**config.mk**
```make
export PLATFORM = sky130hd
export DESIGN_NAME = fetch_insn_queue
export DESIGN_NICKNAME = d
export VERILOG_FILES = /design/src/rtl/fetch_insn_queue.sv
export SDC_FILE = /design/constraint.sdc
export NUM_CORES = 1
export LEC_CHECK = 0
export ABC_AREA = 0
export BUFFER_PORTS_ARGS = -buffer_cell sky130_fd_sc_hd__buf_2
export CORE_MARGIN = 2
export CORE_UTILIZATION = 44
export CTS_BUF_LIST = sky130_fd_sc_hd__clkbuf_8
export DETAILED_ROUTE_END_ITERATION = 16
export GPL_TIMING_DRIVEN = 0
export MAX_ROUTING_LAYER = met4
export PLACE_DENSITY_LB_ADDON = 0.1
export SLEW_MARGIN = 0
export SYNTH_ARGS = -nofsm -noshare
export SYNTH_HDL_FRONTEND = slang
export SYNTH_SLANG_ARGS = --single-unit
```
**constraint.sdc**
```tcl
create_clock -name clk -period 39.9 [get_ports clk]
set_input_delay 1.995 -clock clk [delete_from_list [all_inputs] [get_ports clk]]
set_output_delay 1.995 -clock clk [all_outputs]
set_load 0.01 [all_outputs]
```
**src/rtl/fetch_insn_queue.sv**
```systemverilog
`default_nettype none
// ============================================================================
// Module   : fetch_insn_queue
// Purpose  : Circular instruction queue between fetch and decode. Fetch pushes
//            one instruction (plus PC and branch-prediction payload) per
//            cycle; the decoder sees the head entry combinationally and pops
//            it when consumed.
// Revision : 1.0 - initial release
// ----------------------------------------------------------------------------
// Ports
//   clk, reset_n        : clock (rising edge), asynchronous active-low reset
//   flush               : discard all entries (redirect / mispredict)
//   push                : offer one instruction this cycle
//   insn_in, pc_in,
//   pred_in, pht_idx_in,
//   pred_target_in      : payload of the offered instruction
//   pop                 : decoder consumes the head entry
//   valid               : head entry present (count != 0)
//   insn, pc, insn_pred,
//   pht_idx,
//   insn_pred_target    : head payload, zero while valid=0
//   full, almost_full   : count == DEPTH, count >= DEPTH-2
//   count               : occupancy
//   overflow            : sticky, set when a push arrives while full
// Optional feature
//   FETCHQ_CYCLE_ACCOUNTING_EN : adds fetch_cycle_in / fetch_cycle, a 64-bit
//                                cycle stamp carried alongside each entry.
// ============================================================================

`ifndef M_WIDTH
`define M_WIDTH 64
`endif
`ifndef LG_PHT_SZ
`define LG_PHT_SZ 16
`endif

module fetch_insn_queue #(
    parameter int LG_DEPTH = 3
) (
    input  logic                  clk,
    input  logic                  reset_n,
    input  logic                  flush,
    input  logic                  push,
    input  logic [31:0]           insn_in,
    input  logic [`M_WIDTH-1:0]   pc_in,
    input  logic [0:0]            pred_in,
    input  logic [`LG_PHT_SZ-1:0] pht_idx_in,
    input  logic [`M_WIDTH-1:0]   pred_target_in,
`ifdef FETCHQ_CYCLE_ACCOUNTING_EN
    input  logic [63:0]           fetch_cycle_in,
    output logic [63:0]           fetch_cycle,
`endif
    output logic                  full,
    output logic                  almost_full,
    input  logic                  pop,
    output logic                  valid,
    output logic [31:0]           insn,
    output logic [`M_WIDTH-1:0]   pc,
    output logic [0:0]            insn_pred,
    output logic [`LG_PHT_SZ-1:0] pht_idx,
    output logic [`M_WIDTH-1:0]   insn_pred_target,
    output logic [LG_DEPTH:0]     count,
    output logic                  overflow
);

    localparam int                DEPTH       = 1 << LG_DEPTH;
    localparam logic [LG_DEPTH:0] C_DEPTH     = (LG_DEPTH+1)'(DEPTH);
    localparam logic [LG_DEPTH:0] C_AF_LEVEL  = (LG_DEPTH+1)'(DEPTH - 2);
    localparam logic [LG_DEPTH:0] C_PTR_ONE   = (LG_DEPTH+1)'(1);

    // Pointers carry an extra wrap bit so full and empty are distinguishable
    // and the occupancy is a plain modular difference.
    logic [LG_DEPTH:0] head_q, head_d;
    logic [LG_DEPTH:0] tail_q, tail_d;
    logic              overflow_q, overflow_d;

    logic [31:0]           insn_mem_q   [DEPTH];
    logic [`M_WIDTH-1:0]   pc_mem_q     [DEPTH];
    logic [0:0]            pred_mem_q   [DEPTH];
    logic [`LG_PHT_SZ-1:0] pht_mem_q    [DEPTH];
    logic [`M_WIDTH-1:0]   target_mem_q [DEPTH];
`ifdef FETCHQ_CYCLE_ACCOUNTING_EN
    logic [63:0]           cycle_mem_q  [DEPTH];
`endif

    logic                w_push_acc;
    logic                w_pop_acc;
    logic [LG_DEPTH-1:0] w_head_idx;
    logic [LG_DEPTH-1:0] w_tail_idx;

    // Status derives only from the registered pointers.
    assign count       = tail_q - head_q;
    assign valid       = (count != '0);
    assign full        = (count == C_DEPTH);
    assign almost_full = (count >= C_AF_LEVEL);
    assign overflow    = overflow_q;

    assign w_push_acc = push & ~full  & ~flush;
    assign w_pop_acc  = pop  & valid  & ~flush;
    assign w_head_idx = head_q[LG_DEPTH-1:0];
    assign w_tail_idx = tail_q[LG_DEPTH-1:0];

    always_comb begin
        head_d     = head_q;
        tail_d     = tail_q;
        overflow_d = overflow_q;
        // A push against a full queue is an error whatever else happens.
        if (push && full) begin
            overflow_d = 1'b1;
        end
        if (flush) begin
            head_d = '0;
            tail_d = '0;
        end else begin
            if (w_push_acc) begin
                tail_d = tail_q + C_PTR_ONE;
            end
            if (w_pop_acc) begin
                head_d = head_q + C_PTR_ONE;
            end
        end
    end

    always_ff @(posedge clk or negedge reset_n) begin
        if (!reset_n) begin
            head_q     <= '0;
            tail_q     <= '0;
            overflow_q <= 1'b0;
        end else begin
            head_q     <= head_d;
            tail_q     <= tail_d;
            overflow_q <= overflow_d;
        end
    end

    // Payload storage is deliberately not reset; valid gates its visibility.
    always_ff @(posedge clk) begin
        if (w_push_acc) begin
            insn_mem_q[w_tail_idx]   <= insn_in;
            pc_mem_q[w_tail_idx]     <= pc_in;
            pred_mem_q[w_tail_idx]   <= pred_in;
            pht_mem_q[w_tail_idx]    <= pht_idx_in;
            target_mem_q[w_tail_idx] <= pred_target_in;
`ifdef FETCHQ_CYCLE_ACCOUNTING_EN
            cycle_mem_q[w_tail_idx]  <= fetch_cycle_in;
`endif
        end
    end

    // Zero-latency head presentation, forced to zero when empty.
    assign insn             = valid ? insn_mem_q[w_head_idx]   : '0;
    assign pc               = valid ? pc_mem_q[w_head_idx]     : '0;
    assign insn_pred        = valid ? pred_mem_q[w_head_idx]   : '0;
    assign pht_idx          = valid ? pht_mem_q[w_head_idx]    : '0;
    assign insn_pred_target = valid ? target_mem_q[w_head_idx] : '0;
`ifdef FETCHQ_CYCLE_ACCOUNTING_EN
    assign fetch_cycle      = valid ? cycle_mem_q[w_head_idx]  : '0;
`endif

endmodule

`default_nettype wire

```
==> metrics.log, run 1 <==
[metrics] clock-pin slew of the registers on the worst-case setup and hold paths: 0.06 ns
[metrics] global-route wire length before repair: 197000 um
[metrics] area of the multi-input gates: 10700 um^2
[metrics] sequential cell fraction of total power: 40.2%
[metrics] Synth Instances: 2524
[metrics] slew at the pin closest to its max-slew limit: 1.31 ns
[metrics] Worst Hold Class: reg2reg
[metrics] number of port buffers: 366
[metrics] combinational fraction of design power: 33.1%
[metrics] CP Max Fanout: 10
[metrics] CTS Hold Buffers Added: 0
[metrics] post-placement cell count: 4717
[metrics] peak supply drop: 0.0360 mV
[metrics] power spent charging and discharging nets: 1.44 mW
[metrics] initial standard-cell utilization of the core: 44.4%
[metrics] total wirelength of the detailed-routed design: 136000 um
[metrics] number of design rule violations left after detail routing: 0
[metrics] IO Pins: 367
[metrics] sequential share of the synthesized area: 79.2%
[metrics] core area: 122000 um^2
[metrics] detailed-route vias per instance: 5.37
[metrics] EDFF count, synth: 1416
[metrics] number of fill cells: 9804
[metrics] number of cells traversed by the worst hold path: 1
[metrics] period utilisation layout: 19.2%
[metrics] Routed WL per cell: 26.3 um
[metrics] remaining max-slew budget at the tightest pin: 12.7%
[metrics] number of synthesized register bits: 1425
[metrics] number of H-tree levels: 4
[metrics] net total in the final layout: 3512
[metrics] capturing element type of the critical path: primary output
[metrics] number of setup buffers added after CTS: 0
[metrics] post-synth design cell area: 54000 um^2
[metrics] detailed placement HPWL: 92000 um
[metrics] worst path required time: 37.90 ns
[metrics] most used cells in the layout excluding fill and tap cells: edfxtp_1, buf_2, nand2_1
[metrics] global router's overall resource usage: 22.5%
[metrics] total cell area at the placement stage: 60300 um^2
[metrics] cts repair resizes: 0
[metrics] reg-to-reg slack, setup: 33.93 ns
[metrics] max-cap check violation count: 0
[metrics] Final Hold Slack: 0.463 ns
[metrics] setup repair after global routing missed its margin: no
[metrics] number of buffers between clock root and the deepest sink: 3
[metrics] area of the die: 126000 um^2
[metrics] grt ovf: 0
[metrics] Pwr Density: 66.7 nW/um^2
[metrics] Post-Syn Area per Cell: 21.4 um^2
[metrics] fraction of layout cells with a size suffix above 1: 35.9%
[metrics] number of DRC violations after detailed-routing iteration 0: 2286
[metrics] Final Util: 53.0%
[metrics] area overhead of the layout relative to synthesis: 19.5%
[metrics] die outline width: 354 um
[metrics] final design area excluding fillers: 64500 um^2
[metrics] standard-cell rows: 128
[metrics] final worst setup slack: 32.24 ns
[metrics] number of distinct library cell variants in the gate-level netlist after synthesis: 33
[metrics] post-placement worst setup slack: 33.18 ns
[metrics] outcome: completed
[metrics] Layout Cells excl Fill: 5173
[metrics] vias after detailed routing: 27800
[metrics] Setup Total Neg Slack: 0 ns
[metrics] Clock power frac: 26.7%
[metrics] Achievable Freq: 131 MHz
[metrics] CTS tree: yes
[metrics] Final GP Congestion: 0.743
[metrics] maximum number of pins on one net before global-route repair: 17
[metrics] via count of the first global-routing pass: 29400
[metrics] initial antenna violation count: 44
[metrics] Clock Skews: 0.0428 ns
[metrics] number of endpoints with negative hold slack in the final report: 0
[metrics] cell-internal power: 2.86 mW
[metrics] final setup vio count: 0
[metrics] clock root buffer: clkbuf_8
[metrics] post-route total power: 4.30 mW
[metrics] prevailing post-synth register cell: edfxtp_1
[metrics] Post-Syn Nets: 2712
[metrics] most common cell after layout, fill and taps aside: edfxtp_1
[metrics] async set or reset register ratio after synthesis: 0.632%
[metrics] clock latency of the later-clocked register in the worst-skew pair: 0.93 ns
[metrics] area taken by flip-flops and latches: 42700 um^2
[metrics] Ys Warns: 0
[metrics] proportion of total power due to net switching: 33.5%
[metrics] residual antenna-violating net count after detailed routing: 0
[metrics] number of clock buffers inserted by TritonCTS: 230
[metrics] max-slew violation count: 0
[metrics] arrival time at the worst endpoint: 5.66 ns
[metrics] Setup crit start kind: flip-flop
[metrics] crit path kind: reg2out
[metrics] router iterations before antenna repair: 5
[metrics] sink count of the clock tree: 1425
[metrics] die outline height: 354 um
[metrics] Worst R2R Path Depth: 18
[metrics] final period demand of the worst path: 7.66 ns
[metrics] static power due to leakage: 21.6 nW
power groups by stage:
stage	logic (mW)	clock network [mW]	registers, mW
after floorplan	0.808	0	1.79
after global placement	1.41	0	1.83
after detailed placement	1.45	0	1.76
after CTS	1.45	1.19	1.73
after global routing	1.53	1.25	1.74
final	1.42	1.15	1.73
layout make-up:
class                           count  area share, %
Sequential cell                  1425           66.2
Multi-Input combinational cell    951           16.5
Timing Repair Buffer              568           6.50
Clock buffer                      232           4.95
Tap cell                         1625           3.15
Clock inverter                    189           1.55
Buffer                            140          0.928
Antenna cell                       35          0.136
Inverter                            8         0.0465
critical path: stages, from the launching register on:
cell and delay (ns):
dfrtp_1 0.40, clkbuf_1 0.29, buf_2 0.40, buf_1 0.59, inv_1 0.27, fa_1 0.49, xor2_1 0.20, nor3_1 0.25
and3_1 0.28, buf_6 0.23, buf_2 0.57, buf_2 0.42, a21oi_1 0.15, buf_2 0.17
final timing paths:
kind                            from              endpoint
max                        head_q[1]  insn_pred_target[36]
min                         overflow              overflow
max reg2reg                head_q[1]       pc_mem_q[0][51]
min reg2reg                 overflow              overflow
max in group asynchronous    reset_n             head_q[2]
min in group asynchronous    reset_n              overflow
sequential cells by signal, indices dropped and copies added (netlist names):
register,count
head_q,4
insn_mem_q,256
overflow,1
pc_mem_q,512
pht_mem_q,128
pred_mem_q,8
tail_q,4
target_mem_q,512
Yosys cell counts (2+ instances only):
master / n / area [um^2]
nor2b_1: 4 / 25.0
nand4_1: 2 / 12.5
a21o_1: 2 / 15.0
buf_2: 52 / 260
clkbuf_1: 69 / 259
a21oi_1: 181 / 906
edfxtp_1: 1416 / 42500
o21ai_0: 6 / 30.0
nand2b_1: 3 / 18.8
dfrtp_1: 9 / 225
or3_1: 5 / 31.3
inv_1: 7 / 26.3
ha_1: 5 / 62.6
mux4_2: 354 / 7970
nor3_1: 9 / 45.0
nor2_1: 4 / 15.0
nand2_1: 362 / 1360
buf_1: 18 / 67.6
xor2_1: 2 / 17.5
metal layers:
metal | vias to the layer above | part of all wire, % | GRT usage, %
met5 | - | 0 | -
met4 | 0 | 2.3 | 6.94
met3 | 208 | 8.2 | 6.76
met2 | 928 | 49 | 35.2
met1 | 14600 | 40 | 28.6
li1 | 12000 | - | -
cell families (layout without fill, tap and decap cells):
group | after synthesis | in the layout | synth area share, %
flip-flops | 1425 | 1425 | 79.2
AND/OR/NAND/NOR | 394 | 394 | 2.86
multiplexers | 356 | 356 | 14.8
AO/OA/AOI/OAI | 192 | 192 | 1.80
buffers and inverters | 148 | 1137 | 1.16
adder cells (fa/ha/maj) | 6 | 6 | 0.153
XOR/XNOR | 3 | 3 | 0.0487
other | 0 | 35 | 0
Note: power is estimated with default switching activity, not from simulation.
==> run 2, diff against run 1 <==
==> constraint.sdc (replaced) <==
create_clock -name clk -period 6.4 [get_ports clk]
set_input_delay 0.32 -clock clk [delete_from_list [all_inputs] [get_ports clk]]
set_output_delay 0.32 -clock clk [all_outputs]
set_load 0.01 [all_outputs]
==> run 2 against run 1 <==
Net effect: combinational power increased to 6.4 times the previous value; sequential share of layout area shrank 2.2 points; cell count is 1.3% higher; die area stayed put; first-iteration DRC count is 10% lower; non-clock buffer count is 107 higher; flip-flop and latch count unchanged; clock-buffer cell count fell by 5; utilization grew 1.8 points; via count grew 0.99%; power rose to 6.2 times the previous value.
==> metrics.log, run 2 (synthesis results as in run 1) <==
[metrics] outcome: completed
[metrics] post-placement worst setup slack: 1.51 ns
[metrics] clock-pin slew of the registers on the worst-case setup and hold paths: 0.06 ns
[metrics] remaining max-slew budget at the tightest pin: 6.38%
[metrics] critical register-to-register path endpoint: pht_mem_q[5][9]
[metrics] static power due to leakage: 22.3 nW
[metrics] area taken by flip-flops and latches: 42700 um^2
[metrics] max-slew violation count: 0
[metrics] number of fill cells: 9619
[metrics] Pwr Density: 403 nW/um^2
[metrics] number of cells traversed by the worst hold path: 2
[metrics] area overhead of the layout relative to synthesis: 23.6%
[metrics] period utilisation layout: 79.0%
[metrics] number of port buffers: 366
[metrics] Final Hold Slack: 0.206 ns
[metrics] setup repair after global routing missed its margin: no
[metrics] max-cap check violation count: 0
[metrics] standard-cell rows: 128
[metrics] initial standard-cell utilization of the core: 44.4%
[metrics] final worst setup slack: 1.34 ns
[metrics] most common cell after layout, fill and taps aside: edfxtp_1
[metrics] sink count of the clock tree: 1425
[metrics] IO Pins: 367
[metrics] Worst Hold Class: in2reg
[metrics] number of buffers between clock root and the deepest sink: 3
[metrics] crit path kind: reg2out
[metrics] reg-to-reg slack, setup: 1.54 ns
[metrics] source of the worst hold timing path: pc_in[36]
[metrics] router iterations before antenna repair: 5
[metrics] maximum number of pins on one net before global-route repair: 17
[metrics] worst reg2reg startpoint: head_q[2]
[metrics] capturing element type of the critical path: primary output
[metrics] grt ovf: 0
[metrics] residual antenna-violating net count after detailed routing: 0
[metrics] Hold Crit Endpoint: pc_mem_q[0][36]
[metrics] net total in the final layout: 3616
[metrics] worst path required time: 6.08 ns
[metrics] core area: 122000 um^2
[metrics] Final GP Congestion: 0.778
[metrics] slew at the pin closest to its max-slew limit: 1.40 ns
[metrics] detailed-route vias per instance: 5.35
[metrics] Final Util: 54.8%
[metrics] die outline height: 354 um
[metrics] CTS tree: yes
[metrics] final setup vio count: 0
[metrics] detailed placement HPWL: 89800 um
[metrics] clock root buffer: clkbuf_8
[metrics] largest registers in the final layout: pc_mem_q: 512 flops, target_mem_q: 512 flops, insn_mem_q: 256 flops
[metrics] Clock Skews: 0.0523 ns
[metrics] via count of the first global-routing pass: 30000
[metrics] number of design rule violations left after detail routing: 0
[metrics] Worst R2R Path Depth: 17
[metrics] clock latency of the later-clocked register in the worst-skew pair: 0.93 ns
[metrics] global-route wire length before repair: 198000 um
[metrics] post-placement cell count: 4641
[metrics] number of H-tree levels: 4
[metrics] Routed WL per cell: 25.9 um
[metrics] vias after detailed routing: 28000
[metrics] Layout Cells excl Fill: 5241
[metrics] final period demand of the worst path: 5.06 ns
[metrics] most used cells in the layout excluding fill and tap cells: edfxtp_1, buf_2, nand2_1
[metrics] die outline width: 354 um
[metrics] global router's overall resource usage: 22.5%
[metrics] number of clock buffers inserted by TritonCTS: 227
[metrics] Achievable Freq: 198 MHz
[metrics] area of the die: 126000 um^2
[metrics] number of endpoints with negative hold slack in the final report: 0
[metrics] arrival time at the worst endpoint: 4.74 ns
[metrics] peak supply drop: 0.233 mV
[metrics] CP Max Fanout: 11
[metrics] initial antenna violation count: 21
[metrics] total wirelength of the detailed-routed design: 136000 um
[metrics] Setup crit start kind: flip-flop
[metrics] number of DRC violations after detailed-routing iteration 0: 2047
[metrics] fraction of layout cells with a size suffix above 1: 32.9%
[metrics] area of the multi-input gates: 10800 um^2
run 2: cell count changes in the layout (fill, tap and decap cells not counted), sizes merged:
cell         before  now
dlygate4sd3       0  183
clkinv           95   87
clkbuf          301  296
buf             639  563
diode            35   20
inv              90   81
bufinv            7    6
clkinvlp          5    4
run 2: worst max-delay path by stage:
stage / from / to / slack [ns] / depth (start not counted)
final: head_q[2] / insn_pred_target[38] / 1.34 / 12
after global routing: head_q[2] / insn_pred_target[38] / 1.13 / 12
after CTS: head_q[2] / insn_pred_target[38] / 1.21 / 12
after detailed placement: head_q[2] / pht_mem_q[5][6] / 1.51 / 17
after global placement: head_q[2] / pc_mem_q[3][46] / -5.64 / 9
after floorplan: head_q[1] / insn_mem_q[4][0] / -0.28 / 10
run 2: report_power, final:
part           switching, mW  leakage [nW]  internal (mW)
registers             0.0897          12.9           10.7
logic                   5.40          7.07           3.65
clock network           3.49          2.29           3.53
run 2: worst max-delay path: stages (launching register included):
cell	delay, ns
dfrtp_1	0.36
clkbuf_4	0.26
inv_2	0.27
clkbuf_8	0.26
ha_2	0.33
and3b_1	0.22
or3_1	0.44
and3_1	0.25
buf_6	0.19
buf_2	0.34
buf_2	0.33
a21oi_1	0.32
buf_2	0.21
run 2: final cells by class:
type	count	area share [%]
multi-input cells	951	16.1
plain buffers	140	0.946
flip-flops and latches	1425	64.0
diodes	20	0.0750
repair buffers	675	9.69
well taps	1625	3.05
clock inverters	170	1.36
clock buffers	227	4.68
inverters	8	0.0487
run 2: repair_timing:
item,in CTS,in global routing
buffers inserted,0,0
resized for setup,0,0
setup endpoints to repair,0,0
hold buffers,183,0
endpoints found under the hold margin,1435,0
run 2: routing by layer:
metal / vias up / part of all wire [%] / routed length (um) / global-route usage, %
li1: 12200 / - / - / -
met5: - / 0 / 0 / -
met1: 14800 / 40 / 55000 / 28.3
met3: 195 / 6.4 / 8690 / 5.11
met2: 827 / 51 / 69700 / 37.2
met4: 0 / 1.8 / 2390 / 5.71
run 2: stage by stage:
stage / instance area, um^2 / setup TNS (ns) / power (mW)
after detailed placement: 60800 / 0 / 20.1
after global placement: 58000 / -7860.13 / 20.0
after CTS: 66700 / 0 / 27.3
after global routing: 66700 / 0 / 28.2
final: 66800 / 0 / 26.9
after floorplan: 54200 / -242.59 / 16.1
